### config.mk
export PLATFORM = sky130hd
export DESIGN_NAME = count_run_arbiter
export DESIGN_NICKNAME = d
export VERILOG_FILES = /design/src/rtl/count_ctrl_pkg.sv /design/src/rtl/rr_arbiter.sv /design/src/rtl/count_run_arbiter.sv
export SDC_FILE = /design/constraint.sdc
export NUM_CORES = 1
export LEC_CHECK = 0
export BUFFER_PORTS_ARGS = -buffer_cell sky130_fd_sc_hd__buf_2
export CORE_MARGIN = 5
export CORE_UTILIZATION = 45
export CTS_BUF_LIST = sky130_fd_sc_hd__clkbuf_4 sky130_fd_sc_hd__clkbuf_8
export CTS_CLUSTER_SIZE = 14
export DETAILED_ROUTE_END_ITERATION = 6
export GPL_TIMING_DRIVEN = 0
export PLACE_DENSITY = 0.73
export SLEW_MARGIN = 20
export SYNTH_ARGS = -nofsm -noshare
export SYNTH_HDL_FRONTEND = slang
export SYNTH_HIERARCHICAL = 1
export SYNTH_SLANG_ARGS = --single-unit
### constraint.sdc
create_clock -name clk -period 1.73 [get_ports clk]
set_clock_uncertainty 0.15 [all_clocks]
set_input_delay 0.0865 -clock clk [delete_from_list [all_inputs] [get_ports clk]]
set_output_delay 0.0865 -clock clk [all_outputs]
set_load 0.05 [all_outputs]
### src/rtl/count_ctrl_pkg.sv
// count_ctrl_pkg: shared state encoding and default width for the count-run controller
package count_ctrl_pkg;
  typedef enum logic [1:0] {IDLE, RUN, DONE} state_t;
  localparam int COUNT_W = 3;
endpackage

### src/rtl/rr_arbiter.sv
// rr_arbiter: round-robin one-hot pick searching upward from a registered pointer
module rr_arbiter #(
  parameter int NREQ = 2,
  localparam int PW = $clog2(NREQ)
) (
  input  logic            clk,
  input  logic            rst_n,
  input  logic [NREQ-1:0] req,
  input  logic            advance,
  output logic [NREQ-1:0] pick,
  output logic [PW-1:0]   ptr
);
  logic [PW-1:0] ptr_nxt;
  // scanning from the farthest offset down leaves the nearest requester as the final winner
  always_comb begin
    pick = '0;
    ptr_nxt = ptr;
    for (int k = NREQ - 1; k >= 0; k--) begin
      if (req[(int'(ptr) + k) % NREQ]) begin
        pick = '0;
        pick[(int'(ptr) + k) % NREQ] = 1'b1;
        ptr_nxt = PW'((int'(ptr) + k + 1) % NREQ);
      end
    end
  end
  always_ff @(posedge clk or negedge rst_n)
    if (!rst_n) ptr <= '0;
    else if (advance) ptr <= ptr_nxt;
endmodule

### src/rtl/count_run_arbiter.sv
// count_run_arbiter: shares one up-counter among requesters, each running over its own [lo, hi] range
module count_run_arbiter
  import count_ctrl_pkg::*;
#(
  parameter int WIDTH = COUNT_W,
  parameter int NREQ  = 2
) (
  input  logic                       clk,
  input  logic                       rst_n,
  input  logic [NREQ-1:0]            req,
  input  logic [NREQ-1:0][WIDTH-1:0] lo,
  input  logic [NREQ-1:0][WIDTH-1:0] hi,
  output logic [NREQ-1:0]            gnt,
  output logic [WIDTH-1:0]           out,
  output logic                       out_valid,
  output logic                       done,
  output logic                       busy
);
  state_t state, state_d;
  logic [NREQ-1:0] pick, gnt_d;
  logic [WIDTH-1:0] hi_q, hi_d, out_d, sel_lo, sel_hi;
  logic out_valid_d, done_d, busy_d, advance;
  logic [$clog2(NREQ)-1:0] ptr;
  rr_arbiter #(.NREQ(NREQ)) u_arb (
    .clk(clk),
    .rst_n(rst_n),
    .req(req),
    .advance(advance),
    .pick(pick),
    .ptr(ptr)
  );
  always_comb begin
    sel_lo = '0;
    sel_hi = '0;
    for (int k = 0; k < NREQ; k++)
      if (pick[k]) begin
        sel_lo = lo[k];
        sel_hi = hi[k];
      end
  end
  // every path not explicitly held falls back to the all-zero idle outputs
  always_comb begin
    state_d = IDLE;
    gnt_d = '0;
    out_d = '0;
    hi_d = hi_q;
    out_valid_d = 1'b0;
    done_d = 1'b0;
    busy_d = 1'b0;
    advance = 1'b0;
    case (state)
      IDLE:
        if (|req) begin
          advance = 1'b1;
          state_d = RUN;
          gnt_d = pick;
          out_d = sel_lo;
          hi_d = sel_hi;
          out_valid_d = 1'b1;
          busy_d = 1'b1;
        end
      RUN:
        if (|(req & gnt)) begin
          gnt_d = gnt;
          busy_d = 1'b1;
          state_d = (out == hi_q) ? DONE : RUN;
          out_d = (out == hi_q) ? out : out + 1'b1;
          out_valid_d = (out != hi_q);
          done_d = (out == hi_q);
        end
      default: ;
    endcase
  end
  always_ff @(posedge clk or negedge rst_n)
    if (!rst_n) begin
      state <= IDLE;
      gnt <= '0;
      out <= '0;
      hi_q <= '0;
      out_valid <= 1'b0;
      done <= 1'b0;
      busy <= 1'b0;
    end else begin
      state <= state_d;
      gnt <= gnt_d;
      out <= out_d;
      hi_q <= hi_d;
      out_valid <= out_valid_d;
      done <= done_d;
      busy <= busy_d;
    end
endmodule

# ---- After elaboration in Yosys (flattened, before gate mapping)
# Cells that the tools add are included.
# W data, S select, Z words.
dict set report word_totals {
  out_inout_bits 8
  regBits 14
  input_bits 16
}
dict set report classes {
  addsub 3
  reduce_logical 8
  n_mux 36
  n_lt_le_gt_ge 4
  bitwise_logic 2
  eq_ne 5
}
# operator count
set ops {}
lappend ops {{$mux W3} 7}
lappend ops {{$mux W1} 16}
lappend ops {{$mux W2} 6}
lappend ops {{$pmux W2 S2} 2}
lappend ops {{$pmux W3 S2} 1}
lappend ops {{$pmux W1 S2} 2}
lappend ops {{$reduce_and A2 Y1} 2}
lappend ops {{$reduce_or A2 Y1} 2}
lappend ops {{$add A3 B1 Y3 const B} 1}
lappend ops {{$eq A3 B3 Y1} 1}
lappend ops {{$lt A2 B3 Y1 const B} 1}
lappend ops {{$ne A3 B3 Y1} 1}
lappend ops {{$ne A3 B3 Y1 const B} 1}
lappend ops {{$add A1 B1 Y1 const B} 2}
lappend ops {{$and A2 B2 Y2} 1}
lappend ops {{$demux W1 S1} 2}
lappend ops {{$eq A2 B1 Y1 const B} 1}
lappend ops {{$ge A2 B1 Y1 const B} 1}
lappend ops {{$logic_and A1 B1 Y1} 2}
lappend ops {{$logic_not A2 Y1} 1}
lappend ops {{$lt A1 B2 Y1 const B} 1}
lappend ops {{$ne A2 B2 Y1 const B} 1}
lappend ops {{$reduce_bool A2 Y1} 1}
lappend ops {{$and A1 B1 Y1 const A} 1}
lappend ops {{$ge A1 B1 Y1 const B} 1}

# ---- Logic depth before layout (Yosys ltp)
# Gate-level depths: netlist of run 1.
dict set report logic_depth {
  word_depth 12
  mapped_depth 7
}

# ---- Cells and area by module
# The synthesis of run 1 kept the hierarchy.
# module cells_per_inst n_inst area_each_um2
set modules_own_cells {}
lappend modules_own_cells {count_run_arbiter 57 1 648.1}
lappend modules_own_cells {rr_arbiter 6 1 55.1}

# ---- Worst setup path after synthesis of run 1
# No wires, ideal clock.
dict set report synth_path {
  path_kind {register -> register}
  start {reg out[1]}
  end {reg out[0]}
  arrival_time_ps 1425
  period_less_slack_ps 1704
  path_stages_with_launch 5
  n_path_buf 0
  required_time_ps 1451
  path_slack_ps 26
  path_cell_list {dfrtp_1 > xor2_1 > nor3_4 > mux2i_1 > o22ai_1}
}
dict set report synth_between {
  elab_chain_cells 2
}
# item line_no
set synth_lines {}
lappend synth_lines {{start: declaration} count_run_arbiter.sv:14} ;# output logic [WIDTH-1:0] out,
lappend synth_lines {{start signal: assignment} count_run_arbiter.sv:86} ;# out <= out_d;
lappend synth_lines {{$eq A3 B3 Y1} count_run_arbiter.sv:67} ;# out_d = (out == hi_q) ? out : out + 1'b1;
lappend synth_lines {{$ne A3 B3 Y1 (no source line)} -}
# No other way between the ends.
# A chain may end at the register's enable or synchronous reset.

# ---- Worst setup path after layout of run 1
dict set report layout_path {
  start {reg u_arb.ptr}
  end {reg hi_q[2]}
}
dict set report layout_between {
  elab_cells_between_ends 21
  classes_between {1 x add/sub; 4 x order compare; 13 x mux; 1 x bitwise; 2 x reduce/logical}
}
# item line_no
set layout_lines {}
lappend layout_lines {{start: declaration} rr_arbiter.sv:11} ;# output logic [PW-1:0] ptr
lappend layout_lines {{start signal: assignment} rr_arbiter.sv:28} ;# else if (advance) ptr <= ptr_nxt;
lappend layout_lines {{$add A1 B1 Y1} {rr_arbiter.sv:19, rr_arbiter.sv:21}}
lappend layout_lines {{$and A1 B1 Y1 (no source line)} -}
lappend layout_lines {{$lt A2 B3 Y1 (implied by the code) / $ge A2 B1 Y1 (equally long branches)} rr_arbiter.sv:21} ;# pick[(int'(ptr) + k) % NREQ] = 1'b1;
lappend layout_lines {{$logic_and A1 B1 Y1 (implied by the code)} rr_arbiter.sv:21}
lappend layout_lines {{$mux W1 (implied by the code)} rr_arbiter.sv:21}
lappend layout_lines {{$demux W1 S1} -}
lappend layout_lines {{$mux W2} rr_arbiter.sv:19} ;# if (req[(int'(ptr) + k) % NREQ]) begin
lappend layout_lines {{$mux W2 (*)} rr_arbiter.sv:19}
lappend layout_lines {{net pick[1]} count_run_arbiter.sv:20} ;# logic [NREQ-1:0] pick, gnt_d;
lappend layout_lines {{$mux W3 (*)} count_run_arbiter.sv:36} ;# if (pick[k]) begin
lappend layout_lines {{end signal: assignment} count_run_arbiter.sv:87} ;# hi_q <= hi_d;
lappend layout_lines {{end: declaration} count_run_arbiter.sv:21} ;# logic [WIDTH-1:0] hi_q, hi_d, out_d, sel_lo, sel_hi;
# The timed path passes the listed nets; every way through them passes the cells marked *. The select of a mux whose other input is x is not followed.

==> results of run 1 <==
==> cell usage in the layout, fill, tap and decap left out, types with 2 or more instances in the layout <==
master,instances
buf_2,23
dfrtp_1,13
dlygate4sd3_1,12
nor2_1,8
clkbuf_4,5
nand2_1,4
xor2_1,3
a22o_1,3
o21ai_0,3
a221oi_2,3
inv_1,2
and2b_1,2
a22oi_1,2
o22ai_1,2
==> where the power goes <==
group | internal [mW] | switching, mW | total (mW) | leakage [nW]
clock | 0.105 | 0.0950 | 0.200 | 0.0184
sequential | 0.413 | 0.104 | 0.517 | 0.165
combinational | 0.281 | 0.534 | 0.815 | 0.310
==> state kept, by name, indices dropped and copies added, names as in the netlist <==
name and flops:
hi_q 3, out 3, gnt 2, busy 1
done 1, out_valid 1, state 1, u_arb/ptr 1
==> cell type report <==
cell class                      count  area [um^2]  area share [%]
Clock buffer                        4        30.03           3.030
Buffer                              2        18.77           1.894
Timing Repair Buffer               35        235.2           23.74
Inverter                            3        16.27           1.641
Multi-Input combinational cell     45        345.3           34.85
Tap cell                           16        20.02           2.020
Sequential cell                    13        325.3           32.83
==> layer usage <==
| layer | part of all wire (%) | vias up | routed length, um | global-route usage [%] |
|---|---|---|---|---|
| met4 | 0 | 0 | 0 | 3.930 |
| met1 | 41 | 305 | 676 | 17.62 |
| met5 | 0 | - | 0 | 0 |
| li1 | - | 306 | - | - |
| met2 | 54 | 16 | 885 | 25.21 |
| met3 | 4.8 | 0 | 79 | 3.012 |
==> cell families after synthesis <==
family          Yosys count  synth area share (%)
compound gates           19                 23.49
xor+xnor                  4                 6.051
fa+ha+maj                 1                 1.779
buf+inv                   5                 4.626
flops                    13                 46.26
mux                       1                 1.424
simple gates             20                 16.37
==> metrics by stage <==
stage	setup TNS, ns	instances	setup WS (ns)	hold WS [ns]	utilization, %
6_report	0	118	0.1039	0.01388	66.55
5_1_grt	-0.01570	118	-0.01177	0.01364	66.55
4_1_cts	0	118	0.06979	0.02123	66.39
3_5_place_dp	0	102	0.07360	-0.1656	56.30
3_3_place_gp	0	102	0.1182	-0.1663	56.30
2_1_floorplan	0	63	0.02570	-0.3591	-
==> path summary, 6_finish.rpt <==
kind                       slack (ns)  cells after the start   endpoint
setup / recovery                 0.10                      6    hi_q[2]
hold / removal                   0.01                      3  u_arb/ptr
setup reg to reg                 0.10                      6    hi_q[2]
hold reg to reg                  0.37                      1  u_arb/ptr
max in group asynchronous        1.14                      2  out_valid
min in group asynchronous        0.07                      2       busy
==> what timing repair did <==
| item | in CTS | in global routing |
|---|---|---|
| endpoints found under the hold margin | 19 | 0 |
| endpoints found under the setup margin | 0 | 4 |
| resized for setup | 0 | 2 |
| hold buffers | 12 | 0 |
==> critical path, delay by kind of cell (launching register included) <==
family,cells,cell delay (ns)
AO/OA/AOI/OAI,2,0.37
buffers and inverters,2,0.27
flip-flops,1,0.39
AND/OR/NAND/NOR,2,0.34
==> flow_metrics.py, run 1 <==
metrics = {
    "setup_path": {
        "end_kind": "register",
        "cp_cell_sequence": "inv_1 > a21boi_1 > clkbuf_4 > and2b_1 > a221oi_2 > nor2_1",
        "startpoint": "u_arb/ptr",
        "criticalPathCategory": "register to register",
        "crit-reg2reg-launch": "u_arb/ptr",
        "critPathSlowestCell": "dfrtp_1",
        "startpoint_type": "register",
        "slowest_delay_ns": 0.39,
        "critPathArrivalTime_ns": 1.64,
        "path_max_fanout": 9,
        "crit_required_ns": 1.74,
    },
    "power": {
        "power_mw": 1.532,
        "leakage_nw": 0.4930,
        "powerDensity_mw_per_mm2": 1546,
        "vdd_drop_max_uv": 901.7,
    },
    "drt": {
        "drc": 0,
        "num_vias": 627,
        "first_pass_iters": 4,
        "wl_per_cell_um": 13.91,
        "avgViaCountPerCell": 5.314,
        "antenna_left": 0,
        "routed_wl_um": 1641,
        "drtIter0Drc": 18,
    },
    "sta": {
        "final_max_slew_viol_count": 0,
        "setup_viol_count_final": 0,
        "fmax_mhz": 615.0,
        "fin_crit_ns": 1.626,
        "slew_headroom_pct": 75.30,
        "timing.final.hold_violations": 0,
        "period_share_pct": 93.99,
        "worstMarginPinSlew_ns": 0.3673,
    },
    "synthesis": {
        "yosys.area.top_type": "dfrtp_1",
        "ys_ff_latch": 13,
        "synth_flop_cell": "dfrtp_1",
        "synth_commonest_cells": "dfrtp_1 (13), nor2_1 (8), nand2_1 (4)",
        "syn_inst": 63,
        "synth_edf_count": 0,
        "syn_avg_cell_area_um2": 11.16,
        "synth_most_common_cell": "dfrtp_1",
        "syn-cell-area_um2": 703.2,
        "ys_seq_area_share_pct": 46.26,
        "yosysWarnings": 6,
        "ys_top_cells_by_area": "dfrtp_1 (46%), a221oi_2 (6.4%), nor2_1 (4.3%), a22o_1 (3.7%), xor2_1 (3.7%)",
        "ys_types": 29,
        "synth.net_count": 80,
        "async_flop_share_pct": 100.0,
        "synth_top_area_share_pct": 46.26,
    },
    "global_routing": {
        "grt_overflow_total": 0,
        "antenna_found_initial": 0,
        "grt_util_all_layers_pct": 14.40,
        "grt_max_degree": 14,
        "grt_pass1_wl_um": 2808,
        "first_global_vias": 656,
    },
    "clocking": {
        "cts_root_buf": "clkbuf_4",
        "cts_buffer_depth": 2,
        "postCtsSetupBuffers": 0,
        "htreeDepth": 1,
        "cts.clk_slew.worst_paths_ns": 0.08,
        "cts_sinks": 13,
        "worstSkewPairLatency_ns": 0.27,
        "cts_tree": "done",
        "numCtsBuffers": 3,
    },
    "hold_path": {
        "min_from": "req[0]",
        "hp-class": "input pin to register",
    },
    "placement": {
        "place_hpwl_um": 1203,
        "portBuffers": 23,
        "place_area_um2": 838.3,
        "finalWeightedCongestion": 0.8093,
    },
    "floorplan": {
        "die_h_um": 49.53,
        "io_pins": 24,
        "start_util_pct": 47.23,
        "fp.coreArea_mm2": 0.001489,
        "dieArea_mm2": 0.002453,
        "placementRows": 14,
        "die_w_um": 49.53,
    },
    "cells_and_area": {
        "diodes": 0,
        "postLayoutCellArea_um2": 991.0,
        "fillCellCount": 108,
        "final_nets": 120,
        "syn2layout_area_growth_pct": 40.93,
        "drive_gt1_share_pct": 38.24,
    },
    "outcome": {
        "status": "finished clean",
    },
    "job": {
        "maxCapViolations": 0,
    },
}
Note: power is estimated with default switching activity, not from simulation.
==> inputs of run 2 (changes only) <==
--- a/config.mk
+++ b/config.mk
@@ -6,6 +6,7 @@
 export NUM_CORES = 1
 export LEC_CHECK = 0
 export BUFFER_PORTS_ARGS = -buffer_cell sky130_fd_sc_hd__buf_2
+export CORE_ASPECT_RATIO = 0.9
 export CORE_MARGIN = 5
 export CORE_UTILIZATION = 45
 export CTS_BUF_LIST = sky130_fd_sc_hd__clkbuf_4 sky130_fd_sc_hd__clkbuf_8
==> flow_metrics.py, run 2 (same netlist as run 1, synthesis figures left out) <==
metrics = {
    "power": {
        "powerDensity_mw_per_mm2": 1514,
        "leakage_nw": 0.4961,
        "power_mw": 1.506,
        "vdd_drop_max_uv": 805.4,
    },
    "placement": {
        "portBuffers": 23,
        "finalWeightedCongestion": 0.7311,
        "place_hpwl_um": 1176,
    },
    "floorplan": {
        "start_util_pct": 48.03,
        "die_w_um": 51.67,
        "placementRows": 13,
        "dieArea_mm2": 0.002454,
        "fp.coreArea_mm2": 0.001464,
        "die_h_um": 47.50,
        "io_pins": 24,
    },
    "sta": {
        "rsz0062_at_grt": "false",
        "fmax_mhz": 596.2,
        "timing.final.hold_violations": 0,
        "slew_headroom_pct": 73.60,
        "finalSetupTns_ns": 0,
        "fin_crit_ns": 1.677,
        "final_max_slew_viol_count": 0,
        "worstMarginPinSlew_ns": 0.3924,
        "setup_viol_count_final": 0,
        "period_share_pct": 96.95,
        "hold_slack_ns": 0.03944,
    },
    "clocking": {
        "cts_tree": "done",
        "cts_root_buf": "clkbuf_4",
        "numCtsBuffers": 3,
        "cts_sinks": 13,
        "htreeDepth": 1,
        "cts_buffer_depth": 2,
        "worstSkewPairLatency_ns": 0.29,
        "postCtsSetupBuffers": 0,
        "cts.clk_slew.worst_paths_ns": 0.09,
    },
    "global_routing": {
        "grt_max_degree": 14,
        "first_global_vias": 636,
        "grt_util_all_layers_pct": 15.15,
        "grt_pass1_wl_um": 2677,
        "grt_overflow_total": 0,
        "antenna_found_initial": 0,
    },
    "setup_path": {
        "endpoint": "hi_q[1]",
        "worst-r2r-setup-slack_ns": 0.10,
        "path_max_fanout": 9,
        "reg2regPathDepth": 6,
        "crit-reg2reg-launch": "u_arb/ptr",
        "startpoint": "req[1]",
        "crit_required_ns": 1.75,
        "rr_endpoint": "hi_q[1]",
        "end_kind": "register",
        "criticalPathCategory": "input pin to register",
        "startpoint_type": "input pin",
        "critPathArrivalTime_ns": 1.69,
    },
    "drt": {
        "wl_per_cell_um": 14.10,
        "drtIter0Drc": 4,
        "num_vias": 659,
        "antenna_left": 0,
        "avgViaCountPerCell": 5.585,
        "drc": 0,
        "routed_wl_um": 1664,
        "first_pass_iters": 4,
    },
    "cells_and_area": {
        "syn2layout_area_growth_pct": 41.46,
        "diodes": 0,
        "reg_top3": "hi_q x3, out x3, gnt x2",
        "drive_gt1_share_pct": 37.86,
        "layout_commonest_cell": "buf_2",
        "final_nets": 121,
        "final_cell_mix": "buf_2 (24), dfrtp_1 (13), dlygate4sd3_1 (13), nor2_1 (8), nand2_1 (4)",
    },
    "outcome": {
        "status": "finished clean",
    },
    "hold_path": {
        "hp-class": "input pin to register",
    },
    "job": {
        "maxCapViolations": 0,
    },
}
run 2: cell count changes in the layout (fill, tap and decap cells not counted), sizes merged:
cell | previous run | this run
buf | 24 | 25
clkbuf | 5 | 3
clkinv | 1 | 2
dlygate4sd3 | 12 | 13
run 2: worst max-delay path, stage by stage:
cell	delay, ns
dlygate4sd3_1	0.53
buf_2	0.14
a21boi_1	0.14
buf_2	0.22
and2b_1	0.28
a221oi_2	0.24
nor2_1	0.06
run 2: how the worst min path moves through the flow:
stage                     endpoint  cells past startpoint  slack (ns)  start
after floorplan               busy                      0       -0.36  rst_n
after global placement        done                      1       -0.16  rst_n
after detailed placement      done                      1       -0.16  rst_n
after CTS                   out[1]                      5        0.03  lo[1]
after global routing        out[1]                      5        0.05  lo[1]
final                       out[1]                      5        0.04  lo[4]
run 2: power by group:
part / switching (mW) / leakage, nW / total [mW] / internal (mW)
Clock: 0.106 / 0.0177 / 0.192 / 0.0859
Combinational: 0.521 / 0.314 / 0.801 / 0.280
Sequential: 0.0999 / 0.165 / 0.513 / 0.413
run 2: repair_timing:
item	4_1_cts	5_1_grt
resized for setup	0	1
hold buffers	13	0
hold endpoints to repair	19	0
endpoints found under the setup margin	0	3
run 2: per-layer routing:
| layer | vias up | global-route usage (%) | share of wire (%) | routed length [um] |
|---|---|---|---|---|
| met2 | 18 | 25.63 | 51 | 850 |
| met4 | 0 | 8.901 | 2.4 | 40 |
| met5 | - | 0 | 0 | 0 |
| met3 | 5 | 2.804 | 4.2 | 70 |
| met1 | 328 | 18.53 | 42 | 703 |
| li1 | 308 | - | - | - |
run 2: layout make-up:
| cell class | count | area [um^2] |
|---|---|---|
| clock buffer | 3 | 22.52 |
| tap | 15 | 18.77 |
| fill | 114 | 469.2 |
| buffer | 2 | 16.27 |
| clock inverter | 1 | 5.005 |
| timing repair buffer | 36 | 245.2 |
| sequential | 13 | 325.3 |
| multi-input combinational | 45 | 345.3 |
| inverter | 3 | 16.27 |
run 2: through the flow:
step           setup slack [ns]  util [%]  cells  instance area, um^2
5_1_grt               0.0002888     67.95    118                994.7
2_1_floorplan           0.02570         -     63                703.2
3_3_place_gp             0.1221     57.18    101                837.1
4_1_cts                 0.01890     67.95    118                994.7
6_report                0.05272     67.95    118                994.7
3_5_place_dp            0.08220     57.18    101                837.1
